[src/rtl/arm_exec_unit.sv]
// rtl/arm_exec_unit.sv - single-cycle ARM data-processing execute stage with NZCV flags and sticky halt
//
// Ports:
//   clk        rising-edge clock
//   rst        asynchronous active-low reset
//   valid_in   inst and operand values are present this cycle
//   inst       ARM instruction word
//   rn_val     value of Rn (inst[19:16])
//   rm_val     value of Rm (inst[3:0])
//   rs_val     value of Rs (inst[11:8])
//   result     registered ALU result (updated every cycle)
//   rd_idx     registered destination index inst[15:12]
//   rd_we      registered write enable for rd_idx
//   flags      current NZCV, [3]=N [2]=Z [1]=C [0]=V
//   valid_out  registered copy of valid_in
//   halted     sticky, set by a valid HALT_INST
module arm_exec_unit #(
   parameter logic [31:0] HALT_INST = 32'hE3A000BB
) (
   input  logic        clk,
   input  logic        rst,
   input  logic        valid_in,
   input  logic [31:0] inst,
   input  logic [31:0] rn_val,
   input  logic [31:0] rm_val,
   input  logic [31:0] rs_val,
   output logic [31:0] result,
   output logic [3:0]  rd_idx,
   output logic        rd_we,
   output logic [3:0]  flags,
   output logic        valid_out,
   output logic        halted
);

   logic flag_n, flag_z, flag_c, flag_v;
   assign flag_n = flags[3];
   assign flag_z = flags[2];
   assign flag_c = flags[1];
   assign flag_v = flags[0];

   function automatic logic [31:0] ror32(input logic [31:0] v, input logic [4:0] r);
      // r == 0 makes the left term a shift by 32, which is zero, so v passes through
      return (v >> r) | (v << (6'd32 - {1'b0, r}));
   endfunction

   // ---------------- condition ----------------
   logic cond_pass;

   always_comb begin
      cond_pass = 1'b0;
      case (inst[31:28])
         4'h0:    cond_pass = flag_z;
         4'h1:    cond_pass = !flag_z;
         4'h2:    cond_pass = flag_c;
         4'h3:    cond_pass = !flag_c;
         4'h4:    cond_pass = flag_n;
         4'h5:    cond_pass = !flag_n;
         4'h6:    cond_pass = flag_v;
         4'h7:    cond_pass = !flag_v;
         4'h8:    cond_pass = flag_c && !flag_z;
         4'h9:    cond_pass = !flag_c || flag_z;
         4'hA:    cond_pass = (flag_n == flag_v);
         4'hB:    cond_pass = (flag_n != flag_v);
         4'hC:    cond_pass = !flag_z && (flag_n == flag_v);
         4'hD:    cond_pass = flag_z || (flag_n != flag_v);
         4'hE:    cond_pass = 1'b1;
         default: cond_pass = 1'b0;
      endcase
   end

   // ---------------- barrel shifter ----------------
   logic [1:0]  sh_type;
   logic [4:0]  imm_amt;
   logic [7:0]  amt8;
   logic [32:0] t33;
   logic [31:0] shift_out;
   logic        shift_c;

   assign sh_type = inst[6:5];
   assign imm_amt = inst[11:7];

   always_comb begin
      shift_out = rm_val;
      shift_c   = flag_c;
      amt8      = 8'd0;
      t33       = 33'd0;
      if (inst[25]) begin
         shift_out = ror32({24'd0, inst[7:0]}, {inst[11:8], 1'b0});
         shift_c   = (inst[11:8] == 4'd0) ? flag_c : shift_out[31];
      end else if (!inst[4] && imm_amt == 5'd0 && sh_type == 2'b11) begin
         // ROR #0 is RRX
         shift_out = {flag_c, rm_val[31:1]};
         shift_c   = rm_val[0];
      end else begin
         if (inst[4])
            amt8 = rs_val[7:0];
         else if (imm_amt == 5'd0 && sh_type != 2'b00)
            amt8 = 8'd32;            // LSR #0 / ASR #0 encode a shift by 32
         else
            amt8 = {3'd0, imm_amt};
         if (amt8 != 8'd0) begin
            // 33-bit shifts carry the last bit shifted out in the extra position
            case (sh_type)
               2'b00: begin
                  if (amt8 <= 8'd32) begin
                     t33       = {1'b0, rm_val} << amt8;
                     shift_out = t33[31:0];
                     shift_c   = t33[32];
                  end else begin
                     shift_out = 32'd0;
                     shift_c   = 1'b0;
                  end
               end
               2'b01: begin
                  if (amt8 <= 8'd32) begin
                     t33       = {rm_val, 1'b0} >> amt8;
                     shift_out = t33[32:1];
                     shift_c   = t33[0];
                  end else begin
                     shift_out = 32'd0;
                     shift_c   = 1'b0;
                  end
               end
               2'b10: begin
                  t33       = $signed({rm_val, 1'b0}) >>> ((amt8 >= 8'd32) ? 8'd32 : amt8);
                  shift_out = t33[32:1];
                  shift_c   = t33[0];
               end
               default: begin
                  if (amt8[4:0] == 5'd0) begin
                     shift_out = rm_val;
                     shift_c   = rm_val[31];
                  end else begin
                     shift_out = ror32(rm_val, amt8[4:0]);
                     shift_c   = shift_out[31];
                  end
               end
            endcase
         end
      end
   end

   // ---------------- ALU ----------------
   logic [3:0]  opcode;
   logic [31:0] add_a, add_b;
   logic        add_cin;
   logic [32:0] sum33;
   logic        add_v;
   logic [31:0] alu_res;
   logic        is_arith, is_test, is_dp;

   assign opcode   = inst[24:21];
   assign is_arith = (opcode[3:1] == 3'b001) || (opcode[3:2] == 2'b01) || (opcode[3:1] == 3'b101);
   assign is_test  = (opcode[3:2] == 2'b10);
   // bit25=0 with bit7=bit4=1 is the multiply / extra load-store space
   assign is_dp    = (inst[27:26] == 2'b00) && !(!inst[25] && inst[7] && inst[4]);

   always_comb begin
      add_a   = rn_val;
      add_b   = shift_out;
      add_cin = 1'b0;
      case (opcode)
         4'h2, 4'hA: begin add_b = ~shift_out; add_cin = 1'b1; end
         4'h3:       begin add_a = shift_out; add_b = ~rn_val; add_cin = 1'b1; end
         4'h5:       begin add_cin = flag_c; end
         4'h6:       begin add_b = ~shift_out; add_cin = flag_c; end
         4'h7:       begin add_a = shift_out; add_b = ~rn_val; add_cin = flag_c; end
         default:    begin add_cin = 1'b0; end
      endcase
   end

   assign sum33 = {1'b0, add_a} + {1'b0, add_b} + {32'd0, add_cin};
   assign add_v = (add_a[31] == add_b[31]) && (sum33[31] != add_a[31]);

   always_comb begin
      alu_res = 32'd0;
      case (opcode)
         4'h0, 4'h8: alu_res = rn_val & shift_out;
         4'h1, 4'h9: alu_res = rn_val ^ shift_out;
         4'hC:       alu_res = rn_val | shift_out;
         4'hD:       alu_res = shift_out;
         4'hE:       alu_res = rn_val & ~shift_out;
         4'hF:       alu_res = ~shift_out;
         default:    alu_res = sum33[31:0];
      endcase
   end

   // ---------------- commit ----------------
   logic       exec_ok;
   logic       flag_we;
   logic [3:0] flags_nxt;

   assign exec_ok   = valid_in && cond_pass && is_dp;
   assign flag_we   = exec_ok && (inst[20] || is_test);
   assign flags_nxt = {alu_res[31],
                       (alu_res == 32'd0),
                       is_arith ? sum33[32] : shift_c,
                       is_arith ? add_v : flag_v};

   always_ff @(posedge clk or negedge rst) begin
      if (!rst) begin
         result    <= 32'd0;
         rd_idx    <= 4'd0;
         rd_we     <= 1'b0;
         flags     <= 4'd0;
         valid_out <= 1'b0;
         halted    <= 1'b0;
      end else begin
         result    <= alu_res;
         rd_idx    <= inst[15:12];
         rd_we     <= exec_ok && !is_test;
         valid_out <= valid_in;
         if (flag_we)
            flags <= flags_nxt;
         if (valid_in && inst == HALT_INST)
            halted <= 1'b1;
      end
   end

endmodule

[config.mk]
export PLATFORM = sky130hd
export DESIGN_NAME = arm_exec_unit
export DESIGN_NICKNAME = d
export VERILOG_FILES = /design/src/rtl/arm_exec_unit.sv
export SDC_FILE = /design/constraint.sdc
export NUM_CORES = 1
export LEC_CHECK = 0
export ABC_CLOCK_PERIOD_IN_PS = 6700
export CAP_MARGIN = 10
export CORE_ASPECT_RATIO = 2
export CORE_MARGIN = 10
export CORE_UTILIZATION = 35
export DETAILED_ROUTE_END_ITERATION = 8
export PLACE_DENSITY_LB_ADDON = 0.25
export SLEW_MARGIN = 20
export SYNTH_ARGS = -nofsm -noshare
export SYNTH_HDL_FRONTEND = slang
export SYNTH_SLANG_ARGS = --single-unit
[constraint.sdc]
create_clock -name clk -period 6.7 [get_ports clk]
set_input_delay 1.34 -clock clk [delete_from_list [all_inputs] [get_ports clk]]
set_output_delay 1.34 -clock clk [all_outputs]
set_load 0.005 [all_outputs]
# Word level (Yosys, flattened, before mapping)
# Index checks and enable logic that the tools add are counted.
# totals
regBits,43
inputBits,131
output_inout_bits,43
elab_cells,141
# op_classes
add_sub_neg,4
n_lt_le_gt_ge,2
eq_ne,40
n_shift,7
n_mux,26
bitwise,8
reduce_logical,46
# ops
cell,count
2-to-1 mux 32 bit,7
one-hot mux 32 bit (6 select lines),1
bitwise OR 32 bit,3
one-hot mux 32 bit (3 select lines),1
AND 32 bit,2
NOT 32 bit,2
one-hot mux 32 bit (2 select lines),1
"== test 4 bit, second input constant",14
adder 32 x 32 -> 33 bit,1
adder 33 x 1 -> 33 bit,1
<< shifter 32 x 8 -> 33 bit,1
>> shifter 33 x 8 -> 33 bit,1
>>> shifter 33 x 8 -> 33 bit,1
"== test 32 bit, second input constant",1
zero test 32 bit,1
2-to-1 mux 8 bit,4
<< shifter 32 x 6 -> 32 bit,1
<< shifter 8 x 6 -> 32 bit,1
>> shifter 32 x 5 -> 32 bit,1
>> shifter 8 x 5 -> 32 bit,1
XOR 32 bit,1
"== test 4 x 3 -> 1 bit, second input constant",7
"== test 4 x 2 -> 1 bit, second input constant",4
one-hot mux 1 bit (15 select lines),1
28 further kinds,74

# Depth between registers and ports, before layout
# depth
word_depth,20
ltp_mapped,41
depth_no_buf,32

# Least setup slack after synthesis
# OpenSTA, ideal clock, no wires.
# synth_timing
kind,input to register
from,input port inst[4]
to,register flags[2]
setup_ns,0.103
t_arrival_ns,9.495
required_time_ns,6.597
path_slack_ns,-2.898
cell_stages,40
path_buffers,8
path_cell_list,buf_4 mux2_2 inv_2 buf_4 buf_4 buf_4 buf_2 buf_2 buf_2 ha_1 nand3_1 inv_1 ha_1 clkbuf_1 nand2_1 o31ai_2 a21oi_1 o21ai_0 (+4 left out) a21oi_1 fa_1 inv_1 fa_1 a211oi_1 o21bai_1 a21oi_1 xor2_1 nor2_1 a211oi_1 o211ai_1 mux2_2 nor4_1 or4b_1 a2111o_1 or4_1 or4_1 o41ai_2
# synth_between
elab_chain_len,17
elab_cells_between_ends,44
classes_between,add/sub: 3; order compare: 2; shift: 7; mux: 14; bitwise: 7; reduce/logical: 11
# synth_rtl
item,line,source
"start, declared",23,"input logic [31:0] inst,"
2-to-1 mux 8 bit,95,if (inst[4])
2-to-1 mux 8 bit,90,end else if (!inst[4] && imm_amt == 5'd0 && sh_type == 2'b11) begin
2-to-1 mux 8 bit,87,if (inst[25]) begin
subtractor 6 x 5 -> 6 bit,43,"return (v >> r) | (v << (6'd32 - {1'b0, r}));"
<< shifter 32 x 6 -> 32 bit,43,
bitwise OR 32 bit,43,
2-to-1 mux 32 bit,130,if (amt8[4:0] == 5'd0) begin
one-hot mux 32 bit (3 select lines),103,case (sh_type)
(+2 left out),n/a,
2-to-1 mux 32 bit (*),87,
NOT 32 bit,n/a,
one-hot mux 32 bit (2 select lines),162,case (opcode)
adder 32 x 32 -> 33 bit,172,"assign sum33 = {1'b0, add_a} + {1'b0, add_b} + {32'd0, add_cin};"
adder 33 x 1 -> 33 bit,172,
one-hot mux 32 bit (6 select lines) (*),177,case (opcode)
named net alu_res[6],149,logic [31:0] alu_res;
zero test 32 bit (*),196,"(alu_res == 32'd0),"
"end signal, assigned",214,flags <= flags_nxt;
"end, declared",30,"output logic [3:0] flags,"
# Mark *: on every way through the listed nets, which the timed path passes. The rest lies on a longest branch. The select of a mux whose other input is x is not followed.
# A chain may end at the register's enable or synchronous reset.

# Final worst setup path
# layout_timing
from,input port rs_val[1]
to,register flags[2]
# layout_between
elab_chain_len,17
elab_cells_between_ends,33
classes_between,add/sub: 3; order compare: 2; shift: 5; mux: 14; bitwise: 6; reduce/logical: 3
# layout_rtl
item,line,source
"start, declared",26,"input logic [31:0] rs_val,"
2-to-1 mux 8 bit (*),95,
2-to-1 mux 8 bit (*),90,
2-to-1 mux 8 bit (*),87,
subtractor 6 x 5 -> 6 bit,43,
<< shifter 32 x 6 -> 32 bit,43,
bitwise OR 32 bit,43,
2-to-1 mux 32 bit,130,
one-hot mux 32 bit (3 select lines),103,
(+2 left out),n/a,
2-to-1 mux 32 bit (*),87,
NOT 32 bit,n/a,
one-hot mux 32 bit (2 select lines),162,
adder 32 x 32 -> 33 bit,172,
adder 33 x 1 -> 33 bit,172,
one-hot mux 32 bit (6 select lines) (*),177,
named net alu_res[26],149,
zero test 32 bit (*),196,
# Marked as above.

==> reports/qor.yml <==
cts:
  cts_buffers: 5
  postCtsHoldBufs: 0
  clk_path_buf_depth: 2
  cts.sinks: 43
  path_clk_slew_ns: 0.06
  cts_tree: "built"
  cts_htree_levels: 2
  cts-root-buf: "clkbuf_16"
  worstSkewPairLatency_ns: 0.31
flow_run:
  drv_cap: 0
yosys:
  synthTopCellsByCount: "nand2_1 (278), nor2_1 (213), o21ai_0 (205), mux2i_1 (193), a21oi_1 (178)"
  syn_area_per_cell_sq_um: 7.00
  async_reset_ff_share_pct: 100
  synth_top_area_share_pct: 11.4
  synth_most_common_cell: "nand2_1"
  synth-edff-count: 0
  yosysSeqAreaShare_pct: 6.36
  synth_cells: 2420
  ys_seq_elements: 43
  yosys_warnings: 0
  synth_area_sq_mm: 0.0169
  synth_area_leader_cell: "mux2i_1"
  synth_area_leaders: "mux2i_1 (11%), mux4_2 (7.3%), dfrtp_1 (6.4%)"
  ys.flop_type: "dfrtp_1"
  yosysUniqueCellTypes: 105
  synth_nets: 2619
finish:
  area_growth_pct: 71.7
  drive_above_1_share_pct: 43.0
  final_nets: 3648
  fin_util_pct: 60.5
die:
  floorplan.die_area_sq_mm: 0.0581
  pin_count: 174
  start_util_pct: 35.2
  die_h_um: 331
  core-area_sq_mm: 0.0481
  die_w_um: 176
  row_count: 114
route:
  wl_per_cell_um: 33.6
  vias_per_cell: 6.63
  routed_wl_mm: 138
  drt-initial-drc-count: 3920
  dr_total_vias: 27143
  remaining_drc_errors: 0
  drtPass1Iterations: 8
  ant_nets: 0
timing:
  hold_viol_final: 0
  worstMarginPinSlew_ns: 1.09
  setup_viol: 12
  min_period_ns: 8.12
  worst_slack_ns: -1.42
  period_share_pct: 121
  slew_violations: 0
  grt_setup_unrepaired: "true"
  relSlewSlack_pct: 26.7
  fin_skew_ns: 0.0140
  tns_ns: -7.75
  fmax_ghz: 0.123
setup_path:
  start_kind: "input port"
  rr_worst_depth: 22
  crit_arrival_ns: 8.32
  reg2reg_slack_ns: 1.42
  critical_path.max_fanout: 6
  worst_path_max_delay_cell: "or4b_2"
  slowest_delay_ns: 0.60
  path_class: "input port to flop"
  critPathRequiredTime_ns: 6.89
  cp-end-kind: "flop"
worst_hold_path:
  holdPathStages: 2
  hp-class: "flop to flop"
pwr:
  peakVddDrop_v: 0.000106
  total_leakage_power_uw: 0.0130
  p_per_area_mw_per_mm2: 158
global_routing:
  grt_pass1_vias: 26033
  track_usage_pct: 45.6
  antenna_found_initial: 7
  grt_max_degree: 67
  grt_pass1_wl_mm: 192
  gr-total-overflow: 0
placement:
  portBuffers: 149
  place_congestion: 1.19
  pre_cts_ws_ns: -2.69
  post-dp-hpwl_mm: 106
outcome:
  status: "finished with violations"
  violations: "negative setup slack"
[path summary, 6_finish.rpt]
path / from / to
worst max-delay path: rs_val[1] / flags[2]
worst min-delay path: halted / halted
worst max register to register: flags[1] / flags[2]
min in group asynchronous: rst / result[23]
worst min register to register: halted / halted
max in group asynchronous: rst / flags[1]
[repair_timing]
action / CTS / global route
pin swaps: 82 / 89
endpoints found under the setup margin: 28 / 21
gates resized for setup: 293 / 111
setup buffers: 89 / 37
cloned: 8 / 0
[cells in the final DEF, fill, tap and decap left out, drive strengths merged, types with 18 or more instances in the layout]
| cell | n |
|---|---|
| a211o | 18 |
| o211ai | 52 |
| mux2i | 195 |
| nor3 | 75 |
| nand2 | 278 |
| buf | 1111 |
| nor4 | 19 |
| inv | 64 |
| a21oi | 179 |
| o221ai | 30 |
| nand3 | 71 |
| dfrtp | 43 |
| clkdlybuf4s50 | 130 |
| ha | 66 |
| and3 | 19 |
| mux4 | 55 |
| o21ai | 219 |
| nor2 | 214 |
| a21o | 27 |
| a31oi | 41 |
| a22oi | 21 |
| o31ai | 29 |
| a211oi | 45 |
| o22ai | 38 |
| xnor2 | 21 |
| a221oi | 29 |
| mux2 | 37 |
[cell type report]
cell class | instances | area (sq um)
Timing Repair Buffer | 1255 | 10700
Antenna cell | 4 | 10.0
Tap cell | 638 | 798
Inverter | 63 | 262
Sequential cell | 43 | 1080
Fill cell | 4398 | 19000
Clock buffer | 6 | 129
Timing Repair inverter | 1 | 6.26
Multi-Input combinational cell | 2080 | 16100
Clock inverter | 2 | 12.5
[logic make-up after synthesis]
group           Yosys count  share of synthesized area [%]
xor+xnor                 29                           1.61
fa+ha+maj                68                           5.11
compound gates          904                           36.6
mux                     287                           21.5
flops                    43                           6.36
simple gates            792                           21.6
buf+inv                 297                           7.32
[routing by layer]
metal  vias to the layer above  wire, um  track usage (%)
li1                      11408         -                -
met5                         -        56                0
met3                       709     16500             13.7
met2                      2206     59600             71.1
met1                     12812     46300             50.5
met4                         8     15000             37.8
[flip-flops by register name, indices dropped and copies added (netlist names)]
| register | cells |
|---|---|
| flags | 4 |
| result | 32 |
| rd_we | 1 |
| valid_out | 1 |
| halted | 1 |
| rd_idx | 4 |
[report_power, final]
group,internal [uW],total [uW],switching (uW)
Combinational,1850,3980,2130
Clock,138,258,119
Sequential,324,353,29.2
[metrics by stage]
step           std cells  hold WS, ns  area (sq um)  power [uW]
3_5_place_dp        3959        0.465         26300        3700
2_1_floorplan       2420        0.454         17300        1850
3_3_place_gp        3959        0.447         26300        3670
6_report            4092        0.483         29100        4590
5_1_grt             4089        0.511         29100        4720
4_1_cts             4061        0.479         28400        4270
[worst max-delay path, delay by kind of cell]
kind	cells	cell delay, ns
buf+inv	8	1.13
mux	1	0.31
compound gates	14	2.69
fa+ha+maj	3	0.75
simple gates	8	2.06
Note: power is estimated with default switching activity, not from simulation.
==> edit (same flow settings) <==
Put one more register stage on the output `result`, without a reset. The value now appears one clock later. The other outputs are not delayed to match. Comments in the files are not updated.
--- a/src/rtl/arm_exec_unit.sv
+++ b/src/rtl/arm_exec_unit.sv
@@ -33,4 +33,6 @@
 );
 
+   logic [31:0] result_s0;
+
    logic flag_n, flag_z, flag_c, flag_v;
    assign flag_n = flags[3];
@@ -200,5 +202,5 @@
    always_ff @(posedge clk or negedge rst) begin
       if (!rst) begin
-         result    <= 32'd0;
+         result_s0 <= 32'd0;
          rd_idx    <= 4'd0;
          rd_we     <= 1'b0;
@@ -207,5 +209,5 @@
          halted    <= 1'b0;
       end else begin
-         result    <= alu_res;
+         result_s0 <= alu_res;
          rd_idx    <= inst[15:12];
          rd_we     <= exec_ok && !is_test;
@@ -218,4 +220,8 @@
    end
 
+   always_ff @(posedge clk) begin
+      result <= result_s0;
+   end
+
 endmodule
 
Behaviour: not the same (Yosys sat finds a counterexample within 4 cycles, from zero or initial values and one cycle with rst low).
==> edit against the original RTL <==
  * The run now fails in global routing
  * Synthesized area is 7.1% higher
==> edit: results (changes against the original RTL) <==
status=aborted with a tool error; Last stage=global routing; First Error=[ERROR GRT-0116] Global routing finished with congestion. Check the congestion regions in the DRC Viewer.; H-tree depth=3 (+1); Syn Nets=2795 (+6.7%); Main synth FF type=dfrtp_1; first-pass GRT wire length=246000 µm; maximum clock insertion buffer count=2 (unchanged); TritonCTS Sinks=75 (+74%); root buffer cell=clkbuf_16; GRT Util Overall=54.5%; sequential area share after synthesis=9.47% (+3.1 points); most common library cells after synthesis=nand2_1, a21oi_1, o21ai_0; Final GP Congestion=1.27 (+6.8%); asr flop ratio synth=57.3% (-43 points); Ys Warns=0 (unchanged); Remaining Overflow, GRT=3; vias in the first global route=32300; synth unique cells=112 (+6.7%); IO buf count=149 (unchanged); HPWL Detailed=126000 µm (+19%); pin count of the biggest net entering global routing=94; Synth area leaders=mux2i_1, a21oi_1, o21ai_0, dfrtp_1, nand2_1; TritonCTS buffer count=9 (+4)
-- edit: cell types whose count changed after synthesis, sizes merged, moves of 15 or more --
cell	delta
dfxtp	+32
mux4	-33
a22o	+15
nor2	-29
o22ai	+19
o21ai	+26
a22oi	+24
buf	+16
a21oi	+69
-- edit: layer usage --
metal	GRT usage, %	overflow
met1	50.3	0
met5	1.68	0
met2	83.1	3
met4	61.2	0
met3	25.1	0
-- edit: kinds of logic after synthesis --
group | after synthesis | share of synthesized area (%)
AO/OA/AOI/OAI | 1083 | 41.0
multiplexers | 251 | 15.8
adder cells (fa/ha/maj) | 68 | 4.78
buffers and inverters | 323 | 7.57
AND/OR/NAND/NOR | 764 | 19.7
XOR/XNOR | 32 | 1.67
flip-flops | 75 | 9.47
-- edit: timing repair --
item / CTS
gates cloned: 4
hold buffers: 0
endpoints found under the setup margin: 26
pin swaps: 88
resized for setup: 276
endpoints found under the hold margin: 0
setup buffers: 76
-- edit: stage by stage --
stage | std cells | setup slack, ns | setup TNS (ns) | utilization (%) | instance area, µm²
4_1_cts | 4342 | -0.487 | -1.31 | 59.3 | 30300
3_5_place_dp | 4252 | -2.13 | -29.42 | 55.3 | 28300
3_3_place_gp | 4252 | -2.02 | -27.59 | 55.3 | 28300
2_1_floorplan | 2596 | -0.863 | -2.18 | - | 18400
